$ cat src/rtl/pc_trace_buffer.sv
// Program-counter trace unit: captures PC updates into a circular buffer,
// counts cycles and captures, and freezes the trace when the PC hangs.
module pc_trace_buffer #(
    parameter int PC_WIDTH    = 64,
    parameter int DEPTH       = 16,
    parameter int STALL_LIMIT = 8,
    parameter int OVERWRITE   = 1,
    parameter int CHANGE_ONLY = 1
) (
    input  logic                     clk,
    input  logic                     rst,
    input  logic [PC_WIDTH-1:0]      pc_in,
    input  logic                     pc_valid,
    input  logic                     rd_en,
    output logic [PC_WIDTH-1:0]      rd_data,
    output logic                     rd_valid,
    output logic [$clog2(DEPTH):0]   count,
    output logic                     empty,
    output logic                     full,
    output logic                     overflow,
    output logic                     stall_detect,
    output logic [31:0]              cycle_count,
    output logic [31:0]              change_count
);

    localparam int PTR_W = $clog2(DEPTH);
    localparam int CNT_W = PTR_W + 1;
    localparam int SC_W  = $clog2(STALL_LIMIT);
    localparam logic [CNT_W-1:0] DEPTH_C   = CNT_W'(DEPTH);
    localparam logic [SC_W-1:0]  STALL_MAX = SC_W'(STALL_LIMIT - 1);

    typedef enum logic {ST_RUN, ST_FROZEN} state_t;

    state_t                state_q, state_d;
    logic [PTR_W-1:0]      wptr_q, wptr_d, rptr_q, rptr_d;
    logic [CNT_W-1:0]      count_q, count_d;
    logic [PC_WIDTH-1:0]   rd_data_q, rd_data_d;
    logic                  rd_valid_q, rd_valid_d;
    logic                  overflow_q, overflow_d;
    logic [PC_WIDTH-1:0]   last_pc_q, last_pc_d;
    logic                  last_valid_q, last_valid_d;
    logic [SC_W-1:0]       stall_cnt_q, stall_cnt_d;
    logic [31:0]           cycle_q, cycle_d, change_q, change_d;
    logic [PC_WIDTH-1:0]   mem_q [DEPTH];

    logic same_pc, capture, pop, is_full, wr_en;

    always_comb begin
        state_d      = state_q;
        wptr_d       = wptr_q;
        rptr_d       = rptr_q;
        count_d      = count_q;
        rd_data_d    = rd_data_q;
        overflow_d   = overflow_q;
        last_pc_d    = last_pc_q;
        last_valid_d = last_valid_q;
        stall_cnt_d  = stall_cnt_q;
        change_d     = change_q;
        cycle_d      = cycle_q + 32'd1;
        wr_en        = 1'b0;

        same_pc    = last_valid_q && (pc_in == last_pc_q);
        capture    = pc_valid && (state_q == ST_RUN) && ((CHANGE_ONLY == 0) || !same_pc);
        pop        = rd_en && (count_q != '0);
        is_full    = (count_q == DEPTH_C);
        rd_valid_d = pop;

        if (pop) begin
            rd_data_d = mem_q[rptr_q];
            rptr_d    = rptr_q + PTR_W'(1);
        end

        // A full buffer only loses data when no pop frees a slot this cycle.
        if (capture) begin
            change_d = change_q + 32'd1;
            if (is_full && !pop) begin
                overflow_d = 1'b1;
                if (OVERWRITE != 0) begin
                    wr_en  = 1'b1;
                    rptr_d = rptr_q + PTR_W'(1);
                end
            end else begin
                wr_en = 1'b1;
            end
        end

        if (wr_en) wptr_d = wptr_q + PTR_W'(1);

        if (wr_en && !pop && !is_full) count_d = count_q + CNT_W'(1);
        else if (pop && !wr_en)        count_d = count_q - CNT_W'(1);

        if (pc_valid && (state_q == ST_RUN)) begin
            last_pc_d    = pc_in;
            last_valid_d = 1'b1;
            if (same_pc) begin
                if (stall_cnt_q == STALL_MAX) state_d = ST_FROZEN;
                else                          stall_cnt_d = stall_cnt_q + SC_W'(1);
            end else begin
                stall_cnt_d = '0;
            end
        end
    end

    always_ff @(posedge clk) begin
        if (!rst) begin
            state_q      <= ST_RUN;
            wptr_q       <= '0;
            rptr_q       <= '0;
            count_q      <= '0;
            rd_data_q    <= '0;
            rd_valid_q   <= 1'b0;
            overflow_q   <= 1'b0;
            last_pc_q    <= '0;
            last_valid_q <= 1'b0;
            stall_cnt_q  <= '0;
            cycle_q      <= '0;
            change_q     <= '0;
        end else begin
            state_q      <= state_d;
            wptr_q       <= wptr_d;
            rptr_q       <= rptr_d;
            count_q      <= count_d;
            rd_data_q    <= rd_data_d;
            rd_valid_q   <= rd_valid_d;
            overflow_q   <= overflow_d;
            last_pc_q    <= last_pc_d;
            last_valid_q <= last_valid_d;
            stall_cnt_q  <= stall_cnt_d;
            cycle_q      <= cycle_d;
            change_q     <= change_d;
        end
    end

    // Storage needs no reset: pointers and count define which entries are live.
    always_ff @(posedge clk) begin
        if (rst && wr_en) mem_q[wptr_q] <= pc_in;
    end

    assign rd_data      = rd_data_q;
    assign rd_valid     = rd_valid_q;
    assign count        = count_q;
    assign empty        = (count_q == '0);
    assign full         = (count_q == DEPTH_C);
    assign overflow     = overflow_q;
    assign stall_detect = (state_q == ST_FROZEN);
    assign cycle_count  = cycle_q;
    assign change_count = change_q;

endmodule

$ cat config.mk
export PLATFORM = sky130hd
export DESIGN_NAME = pc_trace_buffer
export DESIGN_NICKNAME = d
export VERILOG_FILES = /design/src/rtl/pc_trace_buffer.sv
export SDC_FILE = /design/constraint.sdc
export NUM_CORES = 2
export LEC_CHECK = 0
export CAP_MARGIN = 20
export CORE_MARGIN = 4
export CORE_UTILIZATION = 55
export DETAILED_ROUTE_END_ITERATION = 10
export DONT_BUFFER_PORTS = 1
export MAX_ROUTING_LAYER = met4
export PLACE_DENSITY = 0.77
export SYNTH_ARGS = -nofsm -noshare
export SYNTH_HDL_FRONTEND = slang
export SYNTH_SLANG_ARGS = --single-unit
$ cat constraint.sdc
create_clock -name clk -period 7.48 [get_ports clk]
set_input_delay 1.496 -clock clk [delete_from_list [all_inputs] [get_ports clk]]
set_output_delay 1.496 -clock clk [all_outputs]
set_load 0.01 [all_outputs]
==> metrics <==
Yosys Warn Count=0; Final TNS setup=0 ns; crit-path max cell delay=0.56 ns; syn nets=2625; Synth Flop Type=edfxtp_1; grt met3 use=5.42%; status=finished, final reports clean; drt wl/cell=27.9 um; DRC errors left=0; min Tclk post-route=4.27 ns; Post-synth EDFFs=1024; register area share after synthesis=73.9%; Fin. Hold Viols=0; gp weighted congestion=0.803; largest net degree at the start of global routing=132; maximum clock insertion buffer count=3; period utilization=57.0%; Synth cell types=55; Max-Cap Viols=0; IO Pins=206; Synth-to-Final Area Change=11.3%; CTS root buffer=clkbuf_16; Reg2Reg Setup Slack=3.66 ns; R2R depth=10; Min-Delay Path Class=flop to flop; initial core utilization=55.5%; CTS tree=yes; power per standard cell area=301 mW/mm^2; CP Capture Type=flop; die area=0.0908 sq mm; startpoint types=input port; Vias=23900; WS Path Type=input port to flop; layout cell share with drive strength beyond 1=21.3%; Reg2Reg Launch Point=last_pc_q[61]; chip width=301 um; initial antenna violation count=0; Syn Area/Cell=18.6 sq um; ANT cells=0; gr usage total=24.6%; detailed placement HPWL=57500 um; Pins Over Slew Limit=0; slowest CP cell=nor4_1; Post-synth top cells=1024 x edfxtp_1, 320 x mux4_2, 296 x nand2_1; vias in the first global route=24900; drt first-iter violations=2879; vias per cell=6.25; slew at the pin closest to its max-slew limit=1.15 ns; Top cell by count, worst path=buf_4; WHS=0.463 ns; cts hold-fix bufs=0; Synth Cell Area=0.0473 sq mm; CP required=7.80 ns; H-tree depth=3; Yosys reg bits=1236; core area=0.0853 sq mm; GRT overflow=0; Cell Rows=107; worst skew pair latency=0.70 ns; Global Route met1 Usage=33.3%; leakage=16.3 nW; fmax=234 MHz; first-pass GRT wire length=162000 um; TritonCTS buffer count=118; input/output buffers=0; worst setup path start=pc_in[61]; R2R Path End=mem_q[10][49]; clock slew at reported path FFs=0.06 ns; Setup violations, final=0; gr busiest metal=met2; Setup Skew=0.0267 ns; Worst Path Max Fanout=46; count leader, synth=edfxtp_1; nets=2658; Critical Path AT=4.59 ns; Async S/R FF share, synth=0%; drt pass-1 iters=6; final antenna-violating net count=0; Critical Path Sink=mem_q[10][49]; Die Ht=301 um; clk sink count=1236; largest cells by area after synthesis=edfxtp_1 65%, mux4_2 15%, dfxtp_1 9.0%; leading area contributor after synthesis=edfxtp_1; worst vdd ir=0.000238 V; Final Util=61.8%; RSZ-0062 raised after global routing=no; Post-Synthesis Cells=2543; post-synth top area share=65.0%; worst rel slew slack=23.2%; Post-Route WL=107000 um; setup bufs post-CTS=0; Resized cells post-CTS=0; ordered list of cells on the worst path=xnor2_1 -> nand4_1 -> nor4_1 -> and4_1 -> a21oi_2 -> buf_4 -> nand2_1 -> nor3_4 -> buf_16 -> buf_4; met2 GRT Util=39.2%
==> critical path, delay by kind of cell <==
kind,cells,cell delay (ns)
AOI/OAI and AO/OA,1,0.07
xor gates and xnor gates,1,0.52
buffers and inverters,3,0.87
and+or+nand+nor,5,1.57
==> final cells by class <==
class	instances	area, sq um
Inverter	25	98.8
Multi-Input combinational cell	1150	11800
Timing Repair Buffer	45	435
Clock buffer	174	3330
Fill cell	5750	32600
Clock inverter	52	518
Tap cell	1144	1430
Sequential cell	1236	35000
==> kinds of logic after synthesis <==
kind of cell             synth area share [%]
flip-flops                               73.9
multiplexers                             15.3
adder cells (fa/ha/maj)                 0.386
AND/OR/NAND/NOR                          4.87
buffers and inverters                    1.33
AO/OA/AOI/OAI                            2.02
XOR/XNOR                                 2.11
==> registers in the layout, indices dropped and copies added, names as in the netlist <==
| name | flops |
|---|---|
| count | 5 |
| wptr_q | 4 |
| rptr_q | 4 |
| last_pc_q | 64 |
| mem_q | 1024 |
| overflow | 1 |
| rd_data | 64 |
| change_count | 32 |
| rd_valid | 1 |
| cycle_count | 32 |
| last_valid_q | 1 |
| stall_cnt_q | 3 |
| stall_detect | 1 |
==> layout by cell type, fill, tap and decap left out, types with 8 or more instances in the layout <==
cell / netlist / routed
o21ai_0: 11 / 11
clkbuf_8: 0 / 12
clkbuf_1: 95 / 40
buf_4: 0 / 39
dfxtp_1: 212 / 208
nand3_1: 30 / 30
mux4_2: 320 / 320
clkinv_1: 0 / 15
ha_1: 13 / 13
nor3_1: 21 / 9
xor2_1: 24 / 24
xnor2_1: 90 / 90
and3_1: 11 / 11
nand2_1: 296 / 296
nor4_1: 13 / 13
inv_1: 24 / 24
clkinv_2: 0 / 15
nand4_1: 23 / 23
a21oi_1: 141 / 141
nor2_1: 86 / 82
clkbuf_16: 0 / 120
nor3_2: 0 / 8
edfxtp_1: 1024 / 1024
and2_1: 9 / 9
==> per-layer routing <==
layer,vias up,wire [um]
li1,10100,-
met1,12600,41100
met2,1091,53600
met3,168,9640
met4,0,2220
met5,-,0
==> worst min-delay path by stage <==
stage                        from  cells after the start       endpoint  slack, ns
floorplan            last_valid_q                      2   last_valid_q       0.43
global placement     last_pc_q[6]                      2   last_pc_q[6]       0.44
detailed placement  last_pc_q[51]                      2  last_pc_q[51]       0.45
CTS                 last_pc_q[51]                      2  last_pc_q[51]       0.46
global route        last_pc_q[51]                      2  last_pc_q[51]       0.48
finish               last_pc_q[6]                      2   last_pc_q[6]       0.46
==> stage by stage <==
step / instances / total power [mW] / setup slack, ns / area, sq um
after floorplan: 2543 / 9.62 / -0.258 / 47300
after global placement: 3596 / 10.1 / 2.35 / 48700
after detailed placement: 3596 / 10.2 / 2.25 / 48700
after CTS: 3822 / 16.0 / 3.02 / 52600
after global routing: 3826 / 16.5 / 3.13 / 52700
final: 3826 / 15.9 / 3.21 / 52700
==> where the power goes <==
part	switching [mW]	leakage, nW	internal, mW
Sequential	0.244	11.0	7.63
Combinational	1.06	3.42	1.08
Clock	2.52	1.87	3.34
(Power assumes the default switching activity.)
